## config.mk

```make
export PLATFORM = sky130hd
export DESIGN_NAME = oversample_cdr
export DESIGN_NICKNAME = d
export VERILOG_FILES = /design/src/rtl/cdr_pkg.sv /design/src/rtl/edge_hist.sv /design/src/rtl/oversample_cdr.sv
export SDC_FILE = /design/constraint.sdc
export NUM_CORES = 1
export LEC_CHECK = 0
export BUFFER_PORTS_ARGS = -buffer_cell sky130_fd_sc_hd__buf_2
export CAP_MARGIN = 5
export CORE_AREA = 10 10 113 115
export CTS_BUF_LIST = sky130_fd_sc_hd__clkbuf_16
export DETAILED_ROUTE_END_ITERATION = 8
export DIE_AREA = 0 0 123 125
export PLACE_DENSITY = 0.85
export SLEW_MARGIN = 20
export SYNTH_ARGS = -nofsm -noshare
export SYNTH_HDL_FRONTEND = slang
export SYNTH_SLANG_ARGS = --single-unit
```

## constraint.sdc

```tcl
create_clock -name pclk -period 7.1 [get_ports pclk]
set_input_delay 0.355 -clock pclk [delete_from_list [all_inputs] [get_ports pclk]]
set_output_delay 0.355 -clock pclk [all_outputs]
set_load 0.005 [all_outputs]
```

## src/rtl/cdr_pkg.sv

```systemverilog
// Shared constants and types for the 4x oversampling clock/data recovery block.
// Latency: none (declarations only).
// Backpressure: not applicable.
package cdr_pkg;
  localparam int OSR           = 4;
  localparam int WORD          = 32;
  localparam int BITS_PER_WORD = WORD / OSR;
  localparam int WIN_LOG2      = 4;
  localparam int MIN_TRANS     = 8;
  localparam int LOCK_WINDOWS  = 4;

  // Per-window accumulators hold up to 8 transitions x 2^WIN_LOG2 words.
  localparam int ACC_W = 4 + WIN_LOG2;
  // Sum of all four accumulators.
  localparam int TOT_W = ACC_W + 2;
  localparam int LCK_W = $clog2(LOCK_WINDOWS + 1);

  typedef logic [1:0]       phase_t;
  typedef logic [3:0]       bcnt_t;
  typedef logic [ACC_W-1:0] acc_t;
endpackage

```

## src/rtl/edge_hist.sv

```systemverilog
// Counts sample-to-sample transitions of one word into four phase buckets.
// Latency: 1 cycle (stage A register).
// Backpressure: none; o_vld simply follows i_vld one cycle later.
module edge_hist
  import cdr_pkg::*;
(
  input  logic                   clk,
  input  logic                   reset,
  input  logic [WORD-1:0]        i_q,
  input  logic                   i_prev,
  input  logic                   i_vld,
  output bcnt_t [OSR-1:0]        o_cnt,
  output logic                   o_vld
);

  logic [WORD-1:0] w_trans;
  bcnt_t [OSR-1:0] w_cnt;
  bcnt_t [OSR-1:0] r_cnt;
  logic            r_vld;

  // s[-1] is the last sample of the previous valid word, so the word seam is counted too.
  assign w_trans = i_q ^ {i_q[WORD-2:0], i_prev};

  // Bucket p collects transitions at indices p, p+4, p+8, ...
  always_comb begin
    w_cnt = '0;
    for (int p = 0; p < OSR; p++) begin
      for (int j = 0; j < BITS_PER_WORD; j++) begin
        w_cnt[p] = w_cnt[p] + bcnt_t'(w_trans[j*OSR + p]);
      end
    end
  end

  // Stage A: register the bucket counts with their valid flag.
  always_ff @(posedge clk) begin
    if (reset) begin
      r_cnt <= '0;
      r_vld <= 1'b0;
    end else begin
      r_vld <= i_vld;
      if (i_vld) r_cnt <= w_cnt;
    end
  end

  assign o_cnt = r_cnt;
  assign o_vld = r_vld;

endmodule

```

## src/rtl/oversample_cdr.sv

```systemverilog
// Picks the 4x sampling phase farthest from the dominant edge and emits 8 bits per word.
// Latency: bits 1 cycle after q_vld; phase decision 2 cycles after the window's last word.
// Backpressure: none; q_vld gaps freeze sampling, history and window counting.
module oversample_cdr
  import cdr_pkg::*;
(
  input  logic                     pclk,
  input  logic                     reset,
  input  logic [WORD-1:0]          q_in,
  input  logic                     q_vld,
  output logic [BITS_PER_WORD-1:0] bits,
  output logic                     bits_vld,
  output phase_t                   phase,
  output logic                     locked,
  output logic                     phase_slip
);

  logic                     r_prev;
  logic [BITS_PER_WORD-1:0] r_bits;
  logic                     r_bits_vld;
  logic [BITS_PER_WORD-1:0] w_sel;
  logic [OSR-1:0]           w_grp;

  bcnt_t [OSR-1:0]          w_a_cnt;
  logic                     w_a_vld;

  acc_t [OSR-1:0]           r_acc;
  acc_t [OSR-1:0]           w_sum;
  acc_t [OSR-1:0]           r_dec_acc;
  logic                     r_dec_vld;
  logic [WIN_LOG2-1:0]      r_wcnt;

  logic [TOT_W-1:0]         w_total;
  acc_t                     w_best;
  phase_t                   w_edge;
  phase_t                   w_new_phase;

  phase_t                   r_phase;
  logic                     r_locked;
  logic                     r_slip;
  logic [LCK_W-1:0]         r_lock_cnt;

  edge_hist u_edge_hist (
    .clk    (pclk),
    .reset  (reset),
    .i_q    (q_in),
    .i_prev (r_prev),
    .i_vld  (q_vld),
    .o_cnt  (w_a_cnt),
    .o_vld  (w_a_vld)
  );

  // Remember the last sample of the previous valid word for seam transitions.
  always_ff @(posedge pclk) begin
    if (reset)      r_prev <= 1'b0;
    else if (q_vld) r_prev <= q_in[WORD-1];
  end

  // Select sample 4k+phase from each group of four.
  always_comb begin
    w_sel = '0;
    w_grp = '0;
    for (int k = 0; k < BITS_PER_WORD; k++) begin
      w_grp    = q_in[k*OSR +: OSR];
      w_sel[k] = w_grp[r_phase];
    end
  end

  // Register recovered bits; they hold across q_vld gaps.
  always_ff @(posedge pclk) begin
    if (reset) begin
      r_bits     <= '0;
      r_bits_vld <= 1'b0;
    end else begin
      r_bits_vld <= q_vld;
      if (q_vld) r_bits <= w_sel;
    end
  end

  // Running window sums including the word currently in stage A.
  always_comb begin
    w_sum = '0;
    for (int p = 0; p < OSR; p++) begin
      w_sum[p] = r_acc[p] + acc_t'(w_a_cnt[p]);
    end
  end

  // Stage B: accumulate; on the last word of a window hand the sums off and restart from zero.
  always_ff @(posedge pclk) begin
    if (reset) begin
      r_acc     <= '0;
      r_dec_acc <= '0;
      r_dec_vld <= 1'b0;
      r_wcnt    <= '0;
    end else begin
      r_dec_vld <= 1'b0;
      if (w_a_vld) begin
        r_wcnt <= r_wcnt + 1'b1;
        if (r_wcnt == '1) begin
          r_dec_acc <= w_sum;
          r_dec_vld <= 1'b1;
          r_acc     <= '0;
        end else begin
          r_acc <= w_sum;
        end
      end
    end
  end

  // Dominant edge bucket (lowest index wins ties) and total transition count.
  always_comb begin
    w_total = '0;
    w_best  = r_dec_acc[0];
    w_edge  = '0;
    for (int p = 0; p < OSR; p++) begin
      w_total = w_total + TOT_W'(r_dec_acc[p]);
    end
    for (int p = 1; p < OSR; p++) begin
      if (r_dec_acc[p] > w_best) begin
        w_best = r_dec_acc[p];
        w_edge = phase_t'(p);
      end
    end
  end

  assign w_new_phase = w_edge + 2'd2;

  // Phase decision and lock tracking; sparse windows leave everything untouched.
  always_ff @(posedge pclk) begin
    if (reset) begin
      r_phase    <= 2'd2;
      r_locked   <= 1'b0;
      r_slip     <= 1'b0;
      r_lock_cnt <= '0;
    end else begin
      r_slip <= 1'b0;
      if (r_dec_vld && (w_total >= TOT_W'(MIN_TRANS))) begin
        if (w_new_phase == r_phase) begin
          if (r_lock_cnt < LCK_W'(LOCK_WINDOWS)) r_lock_cnt <= r_lock_cnt + 1'b1;
          if (r_lock_cnt >= LCK_W'(LOCK_WINDOWS - 1)) r_locked <= 1'b1;
        end else begin
          r_phase    <= w_new_phase;
          r_slip     <= 1'b1;
          r_locked   <= 1'b0;
          r_lock_cnt <= LCK_W'(1);
        end
      end
    end
  end

  assign bits       = r_bits;
  assign bits_vld   = r_bits_vld;
  assign phase      = r_phase;
  assign locked     = r_locked;
  assign phase_slip = r_slip;

endmodule

```

==> flow_metrics.env, run 1 <==
export IMPL_p_int_mw=1.00
export IMPL_regToRegEndpoint="r_lock_cnt[1]"
export IMPL_ys_ff_latch=102
export IMPL_vias=5432
export IMPL_cts_sinks=102
export IMPL_ir_drop_mv=0.146
export IMPL_yosysTopAreaCell="dfxtp_1"
export IMPL_insertion_delay_ns=0.35
export IMPL_gp_congestion=0.894
export IMPL_ant_nets=0
export IMPL_tns_ns=0
export IMPL_final_nets=909
export IMPL_rsz0062_at_grt="false"
export IMPL_io_pins=48
export IMPL_crit_chain="inv_1 > ha_1 > nor2b_1 > o211ai_1 > a21oi_1 > o22ai_1 > buf_4 > mux2i_1 > ha_1 > nor2b_2 > o211ai_1 > a21oi_2 > o22ai_2 > o21ai_0 > ha_1 > nor2b_1 > o211ai_2 > a21oi_1 > o22a_1 > or4_4 > o211ai_4 > nand3_1 > a31oi_1"
export IMPL_ys_warn_count=0
export IMPL_finalSetupViolations=0
export IMPL_wl_per_cell_um=16.7
export IMPL_worst_ep_arrival_time_ns=5.24
export IMPL_cts_tree="done"
export IMPL_maxCapViolations=0
export IMPL_hold_buffers=0
export IMPL_dr_wl_met3_um=682
export IMPL_coreArea_sq_mm=0.0106
export IMPL_synthDominantCellAreaShare_pct=29.9
export IMPL_drive_gt1_share_pct=10.8
export IMPL_dr_pass1_iters=5
export IMPL_syn_to_final_growth_pct=8.59
export IMPL_synth_cells=746
export IMPL_end_kind="register"
export IMPL_syn_mean_instance_area_sq_um=9.16
export IMPL_grt_antenna_before_repair=0
export IMPL_max_slew_margin_pct=29.9
export IMPL_skew_ns=0.00569
export IMPL_crit_path_start="r_dec_acc[1]"
export IMPL_die_width_um=123
export IMPL_grt_pass1_wl_um=25400
export IMPL_crit_top_cell="ha_1"
export IMPL_synthArstFlopShare_pct=0
export IMPL_power_frac_seq_pct=43.4
export IMPL_cp_start_kind="register"
export IMPL_synth_area_sq_mm=0.00683
export IMPL_wirelength_met1_um=6650
export IMPL_yosysSeqAreaShare_pct=29.9
export IMPL_port_buffers=47
export IMPL_synth_nets=881
export IMPL_pwr_share_clk_pct=32.6
export IMPL_switching_power_mw=0.439
export IMPL_synth_edff_count=0
export IMPL_maxSlewViolCount=0
export IMPL_power_mw=1.44
export IMPL_cts_root_buf="clkbuf_16"
export IMPL_required_ns=7.37
export IMPL_reg2regPathDepth=23
export IMPL_dieArea_sq_mm=0.0154
export IMPL_ys_top_cells_by_area="dfxtp_1 30%, ha_1 12%, fa_1 11%"
export IMPL_tightestPinTransition_ns=1.05
export IMPL_netSwitchingFraction_pct=30.4
export IMPL_grt_pass1_vias=5390
export IMPL_hpwl_um=11700
export IMPL_r2r_start="r_dec_acc[1]"
export IMPL_hold_viol_final=0
export IMPL_grt_total_usage_pct=20.0
export IMPL_combinationalPowerShare_pct=24.0
export IMPL_reg2reg_slack_ns=2.13
export IMPL_cp_max_fo=17
export IMPL_diodes=0
export IMPL_fp_row_count=38
export IMPL_routed_via_density=5.91
export IMPL_endpoint="r_lock_cnt[1]"
export IMPL_start_util_pct=64.4
export IMPL_cts_buffer_depth=2
export IMPL_status="finished, final reports clean"
export IMPL_regArea_sq_mm=0.00204
export IMPL_multi_input_area_sq_mm=0.00446
export IMPL_critPathKind="reg -> reg"
export IMPL_fp_dieH_um=125
export IMPL_drc_errors=0
export IMPL_grt_max_degree=101
export IMPL_cts_setup_buffers=0
export IMPL_numCtsBuffers=9
export IMPL_synthFlopType="dfxtp_1"
export IMPL_h_tree_depth=3
export IMPL_drt_initial_drc_count=430
export IMPL_fmax_mhz=201
export IMPL_fill_cells=773
export IMPL_dr_max_layer_used="met4"
export IMPL_yosysMostFrequentCell="dfxtp_1"
export IMPL_period_share_pct=70.0
export IMPL_yosys_top_cells_count="102 x dfxtp_1, 98 x nor2_1, 64 x ha_1"
export IMPL_grt_overflow=0
export IMPL_cts_reportedPaths_clkPinSlew_ns=0.07
export IMPL_slowest_delay_ns=0.44
export IMPL_crit_slowest_cell="o22ai_2"
export IMPL_cts_resized=0
export IMPL_powerDensity_mw_per_mm2=195
export IMPL_ys_types=52
export IMPL_p_leak_nw=3.37
export IMPL_min_period_ns=4.97
export IMPL_wl_um=15300
export IMPL_min_path_type="in -> reg"
export IMPL_wl_met2_um=7660
-- worst min path at each step --
stage / cells after the start / from / to
floorplan: 2 / u_edge_hist.o_cnt[11] / u_edge_hist.o_cnt[11]
global placement: 2 / u_edge_hist.o_cnt[15] / u_edge_hist.o_cnt[15]
detailed placement: 2 / u_edge_hist.o_cnt[15] / u_edge_hist.o_cnt[15]
CTS: 3 / q_in[31] / r_prev
global route: 3 / q_in[31] / r_prev
finish: 3 / q_in[31] / r_prev
-- final cells by class --
cell class                 instances  area share (%)
multi-input combinational        560            60.2
sequential                       102            27.5
timing repair buffer              51            3.58
clock buffer                       9            3.04
inverter                          50            2.53
tap                              140            2.36
clock inverter                     7           0.776
-- power by group through the flow --
stage,registers (mW),clock network [mW],logic (mW)
after global routing,0.630,0.497,0.394
after CTS,0.626,0.474,0.348
after floorplan,0.631,0,0.258
final,0.626,0.471,0.346
after detailed placement,0.638,0,0.343
after global placement,0.636,0,0.323
-- cells by family (layout without fill, tap and decap cells) --
| group | after synthesis | after routing | share of synthesized area, % |
|---|---|---|---|
| and+or+nand+nor | 211 | 211 | 14.0 |
| muxes | 34 | 34 | 6.47 |
| AOI/OAI and AO/OA | 150 | 150 | 14.3 |
| DFF | 102 | 102 | 29.9 |
| adders and majority gates | 100 | 100 | 22.3 |
| xor gates and xnor gates | 65 | 65 | 8.33 |
| buffers and inverters | 84 | 117 | 4.74 |
-- per-layer routing --
metal	global-route usage [%]	vias up
li1	-	2625
met1	25.0	2622
met4	6.37	0
met3	3.51	29
met5	0	-
met2	34.1	156
-- flip-flops by register name, indices dropped and copies added, names as in the netlist --
| register | count |
|---|---|
| r_acc | 32 |
| r_prev | 1 |
| u_edge_hist.o_vld | 1 |
| u_edge_hist.o_cnt | 16 |
| r_dec_acc | 32 |
| phase | 2 |
| r_wcnt | 4 |
| locked | 1 |
| phase_slip | 1 |
| bits | 8 |
| r_lock_cnt | 3 |
| r_dec_vld | 1 |
-- critical path: cells and delay by family (launching register included) --
family	cells	cell delay [ns]
compound gates	12	2.01
simple gates	5	1.00
fa+ha+maj	3	0.90
flops	1	0.41
buf+inv	2	0.29
mux	1	0.26
-- placed cells by master, fill, tap and decap left out, types with 3 or more instances in the layout --
cell type and count:
a211oi_1 16, a21o_1 9, a21oi_1 46, a22oi_1 28, and3_1 8, buf_2 47
buf_4 4, clkbuf_16 9, clkinvlp_4 3, dfxtp_1 102, fa_1 36, ha_1 64
inv_1 50, mux2i_1 25, mux4_2 8, nand2_1 48, nand2b_1 8, nand3_1 7
nand4_1 8, nor2_1 98, nor2b_1 13, nor3_1 11, o211ai_1 3, o21a_1 5
o21ai_0 25, xnor2_1 27, xor2_1 38
-- metrics by stage --
step           util (%)  cells  area (sq um)  hold slack (ns)  setup slack, ns
3_5_place_dp       67.3    903          7130            0.479             2.16
5_1_grt            70.0    919          7420            0.319             1.65
6_report           70.0    919          7420            0.316             2.13
2_1_floorplan         -    746          6830            0.449             2.44
3_3_place_gp       67.3    903          7130            0.466             2.38
4_1_cts            70.0    919          7420            0.304             2.15
Power figures use the tool's default switching activity.
==> inputs of run 2 (changes only) <==
--- a/config.mk
+++ b/config.mk
@@ -7,11 +7,11 @@
 export LEC_CHECK = 0
 export BUFFER_PORTS_ARGS = -buffer_cell sky130_fd_sc_hd__buf_2
 export CAP_MARGIN = 5
-export CORE_AREA = 10 10 113 115
+export CORE_AREA = 10 10 117 119
 export CTS_BUF_LIST = sky130_fd_sc_hd__clkbuf_16
 export DETAILED_ROUTE_END_ITERATION = 8
-export DIE_AREA = 0 0 123 125
-export PLACE_DENSITY = 0.85
+export DIE_AREA = 0 0 127 129
+export PLACE_DENSITY = 0.8
 export SLEW_MARGIN = 20
 export SYNTH_ARGS = -nofsm -noshare
 export SYNTH_HDL_FRONTEND = slang
==> constraint.sdc (replaced) <==
create_clock -name pclk -period 5 [get_ports pclk]
set_input_delay 0.25 -clock pclk [delete_from_list [all_inputs] [get_ports pclk]]
set_output_delay 0.25 -clock pclk [all_outputs]
set_load 0.005 [all_outputs]
==> flow_metrics.env, run 2 (synthesized netlist as in run 1, its figures left out) <==
export IMPL_status="finished, final reports clean"
export IMPL_regToRegEndpoint="r_lock_cnt[1]"
export IMPL_mostFrequentLayoutCell="dfxtp_1"
export IMPL_period_share_pct=93.8
export IMPL_utilization_pct=66.3
export IMPL_coreArea_sq_mm=0.0113
export IMPL_start_util_pct=60.3
export IMPL_ant_nets=0
export IMPL_min_path_type="in -> reg"
export IMPL_cts_tree="done"
export IMPL_fp_dieH_um=129
export IMPL_pwr_share_clk_pct=33.2
export IMPL_combinationalPowerShare_pct=23.6
export IMPL_hold_ws_ns=0.190
export IMPL_wl_um=15600
export IMPL_routed_via_density=5.80
export IMPL_hold_viol_final=0
export IMPL_power_mw=2.05
export IMPL_p_int_mw=1.42
export IMPL_ir_drop_mv=0.191
export IMPL_max_slew_margin_pct=36.5
export IMPL_grt_pass1_wl_um=25700
export IMPL_fp_row_count=39
export IMPL_reg2reg_slack_ns=0.31
export IMPL_grt_antenna_before_repair=0
export IMPL_cts_reportedPaths_clkPinSlew_ns=0.07
export IMPL_io_pins=48
export IMPL_vias=5378
export IMPL_final_nets=914
export IMPL_mostFrequentLayoutCells="101 x dfxtp_1, 98 x nor2_1, 64 x ha_1, 50 x inv_1, 48 x nand2_1"
export IMPL_maxSlewViolCount=0
export IMPL_cp_max_fo=11
export IMPL_powerDensity_mw_per_mm2=274
export IMPL_min_period_ns=4.69
export IMPL_syn_to_final_growth_pct=9.82
export IMPL_drt_initial_drc_count=389
export IMPL_maxCapViolations=0
export IMPL_worst_ep_arrival_time_ns=4.96
export IMPL_grt_max_degree=53
export IMPL_critPathKind="reg -> reg"
export IMPL_wl_per_cell_um=16.9
export IMPL_cts_buffer_depth=2
export IMPL_tightestPinTransition_ns=0.952
export IMPL_cp_start_kind="register"
export IMPL_grt_pass1_vias=5465
export IMPL_finalSetupViolations=0
export IMPL_skew_ns=0.00722
export IMPL_dieArea_sq_mm=0.0164
export IMPL_dr_pass1_iters=4
export IMPL_die_width_um=127
export IMPL_r2r_start="r_dec_acc[1]"
export IMPL_netSwitchingFraction_pct=30.7
export IMPL_switching_power_mw=0.630
export IMPL_fmax_mhz=213
export IMPL_numCtsBuffers=9
export IMPL_hold_path_end="r_prev"
export IMPL_worstHoldPathCells=3
export IMPL_reg2regPathDepth=24
export IMPL_cts_sinks=102
export IMPL_hpwl_um=11800
export IMPL_required_ns=5.27
export IMPL_insertion_delay_ns=0.36
export IMPL_p_leak_nw=3.39
export IMPL_cts_root_buf="clkbuf_16"
export IMPL_gp_congestion=0.890
export IMPL_fin_ws_ns=0.311
export IMPL_drive_gt1_share_pct=11.6
export IMPL_port_buffers=47
export IMPL_drc_errors=0
export IMPL_min_delay_start="q_in[31]"
export IMPL_h_tree_depth=3
export IMPL_grt_total_usage_pct=18.8
export IMPL_end_kind="register"
export IMPL_post_place_ws_ns=0.128
export IMPL_diodes=0
export IMPL_grt_overflow=0
export IMPL_power_frac_seq_pct=43.2
run 2: cell count changes in the layout (fill, tap and decap cells not counted), moves of 2 or more:
cell,delta
buf_4,+2
inv_8,+2
o22ai_4,+2
inv_6,-2
run 2: worst max-delay path by stage:
stage	start	to
after floorplan	r_dec_acc[1]	r_lock_cnt[0]
after global placement	r_dec_acc[1]	r_lock_cnt[0]
after detailed placement	r_dec_acc[1]	r_lock_cnt[1]
after CTS	r_dec_acc[1]	r_lock_cnt[1]
after global routing	r_dec_acc[1]	r_lock_cnt[1]
final	r_dec_acc[1]	r_lock_cnt[1]
run 2: through the flow:
step | instance area (sq um) | instances | TNS (ns)
after global routing | 7500 | 927 | -0.0194
after CTS | 7430 | 923 | 0
after floorplan | 6830 | 746 | 0
final | 7500 | 927 | 0
after global placement | 7150 | 907 | 0
after detailed placement | 7150 | 907 | 0
run 2: layout make-up:
| class | count | area [sq um] |
|---|---|---|
| tap | 143 | 179 |
| multi-input combinational | 562 | 4520 |
| fill | 928 | 3820 |
| sequential | 102 | 2040 |
| timing repair buffer | 54 | 292 |
| clock buffer | 9 | 225 |
| inverter | 50 | 188 |
| clock inverter | 7 | 58.8 |
run 2: worst max-delay path, cell delays in order, from the launching register on:
cell	delay, ns
dfxtp_2	0.37
inv_1	0.05
ha_1	0.30
nor2b_1	0.13
o211ai_1	0.15
a21oi_1	0.09
o22ai_1	0.14
buf_6	0.20
mux2i_2	0.25
ha_1	0.27
nor2b_2	0.15
o211ai_1	0.27
a21oi_4	0.14
o22ai_4	0.20
nand2_1	0.07
o21ai_0	0.08
ha_1	0.27
nor2b_1	0.14
o211ai_2	0.13
a21oi_1	0.08
o22a_1	0.22
or4_4	0.44
o211ai_4	0.13
nand3_1	0.14
a31oi_1	0.20
run 2: repair_timing:
action                                  CTS  global route
gates resized for setup                   0             7
endpoints found under the setup margin    0             5
buffers inserted                          0             2
hold buffers                              0             0
run 2: metal layers:
layer | up-vias | wire [um] | global-route usage (%)
met1 | 2606 | 6970 | 23.6
met5 | - | 0 | 0
met2 | 105 | 7780 | 31.8
met3 | 26 | 622 | 2.87
met4 | 0 | 280 | 7.70
li1 | 2641 | - | -
run 2: power by group through the flow:
stage          combinational (mW)  sequential, mW  clock (mW)
3_3_place_gp                0.458           0.904           0
4_1_cts                     0.489           0.888       0.690
2_1_floorplan               0.366           0.897           0
5_1_grt                     0.554           0.895       0.715
3_5_place_dp                0.481           0.907           0
6_report                    0.485           0.888       0.681
==> inputs of run 3 (changes only) <==
--- a/config.mk
+++ b/config.mk
@@ -11,7 +11,7 @@
 export CTS_BUF_LIST = sky130_fd_sc_hd__clkbuf_16
 export DETAILED_ROUTE_END_ITERATION = 8
 export DIE_AREA = 0 0 127 129
-export PLACE_DENSITY = 0.8
+export PLACE_DENSITY = 0.83
 export SLEW_MARGIN = 20
 export SYNTH_ARGS = -nofsm -noshare
 export SYNTH_HDL_FRONTEND = slang
==> flow_metrics.env, run 3 (synthesized netlist as in run 1, its figures left out) <==
export IMPL_cts_reportedPaths_clkPinSlew_ns=0.07
export IMPL_switching_power_mw=0.618
export IMPL_drc_errors=0
export IMPL_power_frac_seq_pct=42.6
export IMPL_status="finished, final reports clean"
export IMPL_regToRegEndpoint="r_lock_cnt[1]"
export IMPL_dieArea_sq_mm=0.0164
export IMPL_port_buffers=47
export IMPL_r2r_start="r_dec_acc[7]"
export IMPL_wl_um=15700
export IMPL_pwr_share_clk_pct=34.1
export IMPL_dr_pass1_iters=5
export IMPL_cts_sinks=102
export IMPL_power_mw=2.09
export IMPL_hold_ws_ns=0.202
export IMPL_ant_nets=0
export IMPL_grt_antenna_before_repair=0
export IMPL_maxSlewViolCount=0
export IMPL_critical_path_top_delay_family="compound AO/OA/AOI/OAI gates"
export IMPL_drive_gt1_share_pct=11.7
export IMPL_hold_path_end="r_prev"
export IMPL_end_kind="register"
export IMPL_mostFrequentLayoutCell="dfxtp_1"
export IMPL_vias=5495
export IMPL_grt_max_degree=60
export IMPL_cts_root_buf="clkbuf_16"
export IMPL_insertion_delay_ns=0.35
export IMPL_numCtsBuffers=9
export IMPL_min_delay_start="q_in[31]"
export IMPL_p_leak_nw=3.41
export IMPL_h_tree_depth=3
export IMPL_fin_ws_ns=0.287
export IMPL_reg2reg_slack_ns=0.29
export IMPL_worstHoldPathCells=3
export IMPL_crit_slowest_cell="or4_4"
export IMPL_wl_per_cell_um=16.9
export IMPL_die_width_um=127
export IMPL_period_share_pct=94.3
export IMPL_grt_total_usage_pct=18.6
export IMPL_cts_tree="done"
export IMPL_fill_cells=888
export IMPL_combinationalPowerShare_pct=23.3
export IMPL_ir_drop_mv=0.240
export IMPL_skew_ns=0.00895
export IMPL_min_period_ns=4.71
export IMPL_diodes=0
export IMPL_rsz0062_at_grt="false"
export IMPL_post_dp_cell_area_sq_mm=0.00713
export IMPL_required_ns=5.27
export IMPL_crit_chain="inv_1 > ha_1 > a21oi_1 > o21ai_0 > o22ai_1 > buf_6 > mux2i_1 > ha_1 > nor2b_2 > o211ai_1 > a21oi_4 > o22ai_4 > buf_4 > nand2_1 > o21ai_0 > ha_1 > o211ai_2 > a21oi_1 > o22a_1 > or4_4 > o211ai_4 > nand3_1 > a31oi_1"
export IMPL_final_nets=916
export IMPL_fp_row_count=39
export IMPL_routed_via_density=5.91
export IMPL_critPathKind="reg -> reg"
export IMPL_cp_max_fo=11
export IMPL_hold_viol_final=0
export IMPL_gp_congestion=0.898
export IMPL_crit_path_start="r_dec_acc[7]"
export IMPL_cp_start_kind="register"
export IMPL_post_place_ws_ns=0.123
export IMPL_netSwitchingFraction_pct=29.6
export IMPL_crit_top_cell="ha_1"
export IMPL_syn_to_final_growth_pct=10.3
export IMPL_coreArea_sq_mm=0.0113
export IMPL_hpwl_um=11900
export IMPL_grt_pass1_vias=5431
export IMPL_grt_pass1_wl_um=25600
export IMPL_finalSetupViolations=0
export IMPL_hold_buffers=0
export IMPL_powerDensity_mw_per_mm2=277
export IMPL_maxCapViolations=0
export IMPL_final_area_sq_mm=0.00753
export IMPL_io_pins=48
export IMPL_grt_overflow=0
export IMPL_start_util_pct=60.3
export IMPL_mostFrequentLayoutCells="101 x dfxtp_1, 98 x nor2_1, 64 x ha_1, 51 x inv_1, 48 x nand2_1"
export IMPL_crit_buf_inv=3
export IMPL_tns_ns=0
export IMPL_slowest_delay_ns=0.45
export IMPL_fp_dieH_um=129
export IMPL_reg2regPathDepth=23
export IMPL_worst_ep_arrival_time_ns=4.98
export IMPL_max_slew_margin_pct=42.9
export IMPL_min_path_type="in -> reg"
export IMPL_drt_initial_drc_count=410
export IMPL_tightestPinTransition_ns=0.856
export IMPL_fmax_mhz=212
export IMPL_cts_buffer_depth=2
export IMPL_p_int_mw=1.47
run 3: cell count changes in the layout (fill, tap and decap cells not counted), sizes merged:
cell / change
buf: +2
clkinv: -1
bufinv: +1
inv: +1
clkinvlp: -1
run 3: power groups by stage:
| stage | sequential [mW] | clock [mW] | combinational [mW] |
|---|---|---|---|
| after floorplan | 0.897 | 0 | 0.366 |
| after global placement | 0.904 | 0 | 0.457 |
| after detailed placement | 0.907 | 0 | 0.488 |
| after CTS | 0.889 | 0.719 | 0.492 |
| after global routing | 0.894 | 0.756 | 0.555 |
| final | 0.889 | 0.713 | 0.487 |
run 3: how the worst max path moves through the flow:
stage	to	slack, ns	cells past startpoint
global route	r_lock_cnt[1]	0.04	24
global placement	r_lock_cnt[0]	0.28	23
finish	r_lock_cnt[1]	0.29	23
CTS	r_lock_cnt[1]	0.10	23
detailed placement	r_lock_cnt[1]	0.12	23
floorplan	r_lock_cnt[0]	0.34	24
run 3: metrics by stage:
step / instances / utilization (%)
after detailed placement: 905 / 63.0
after global placement: 905 / 63.0
after global routing: 929 / 66.6
final: 929 / 66.6
after CTS: 921 / 65.6
after floorplan: 746 / -
run 3: metal layers:
metal,part of all wire (%),vias to the layer above,routed length [um],GRT usage (%)
met5,0,-,0,0
met4,1.4,0,223,5.09
met3,3.9,19,618,3.74
met2,51,131,8010,32.9
met1,44,2691,6850,22.5
li1,-,2654,-,-
run 3: final cells by class:
type	instances	area (sq um)	share of cell area, %
clock buffers	9	225	2.99
clock inverters	7	73.8	0.980
inverters	50	188	2.49
multi-input cells	562	4520	59.9
flip-flops and latches	102	2040	27.1
well taps	143	179	2.37
repair buffers	56	310	4.12
run 3: repair_timing:
action	4_1_cts	5_1_grt
resized for setup	0	7
endpoints found under the setup margin	0	5
buffers inserted	0	5
run 3: worst register-to-register path: cells and delay by family (launching register included):
family / cells / cell delay, ns
AO/OA/AOI/OAI: 12 / 1.89
flip-flops: 1 / 0.40
adder cells (fa/ha/maj): 3 / 0.90
multiplexers: 1 / 0.25
AND/OR/NAND/NOR: 4 / 0.77
buffers and inverters: 3 / 0.45
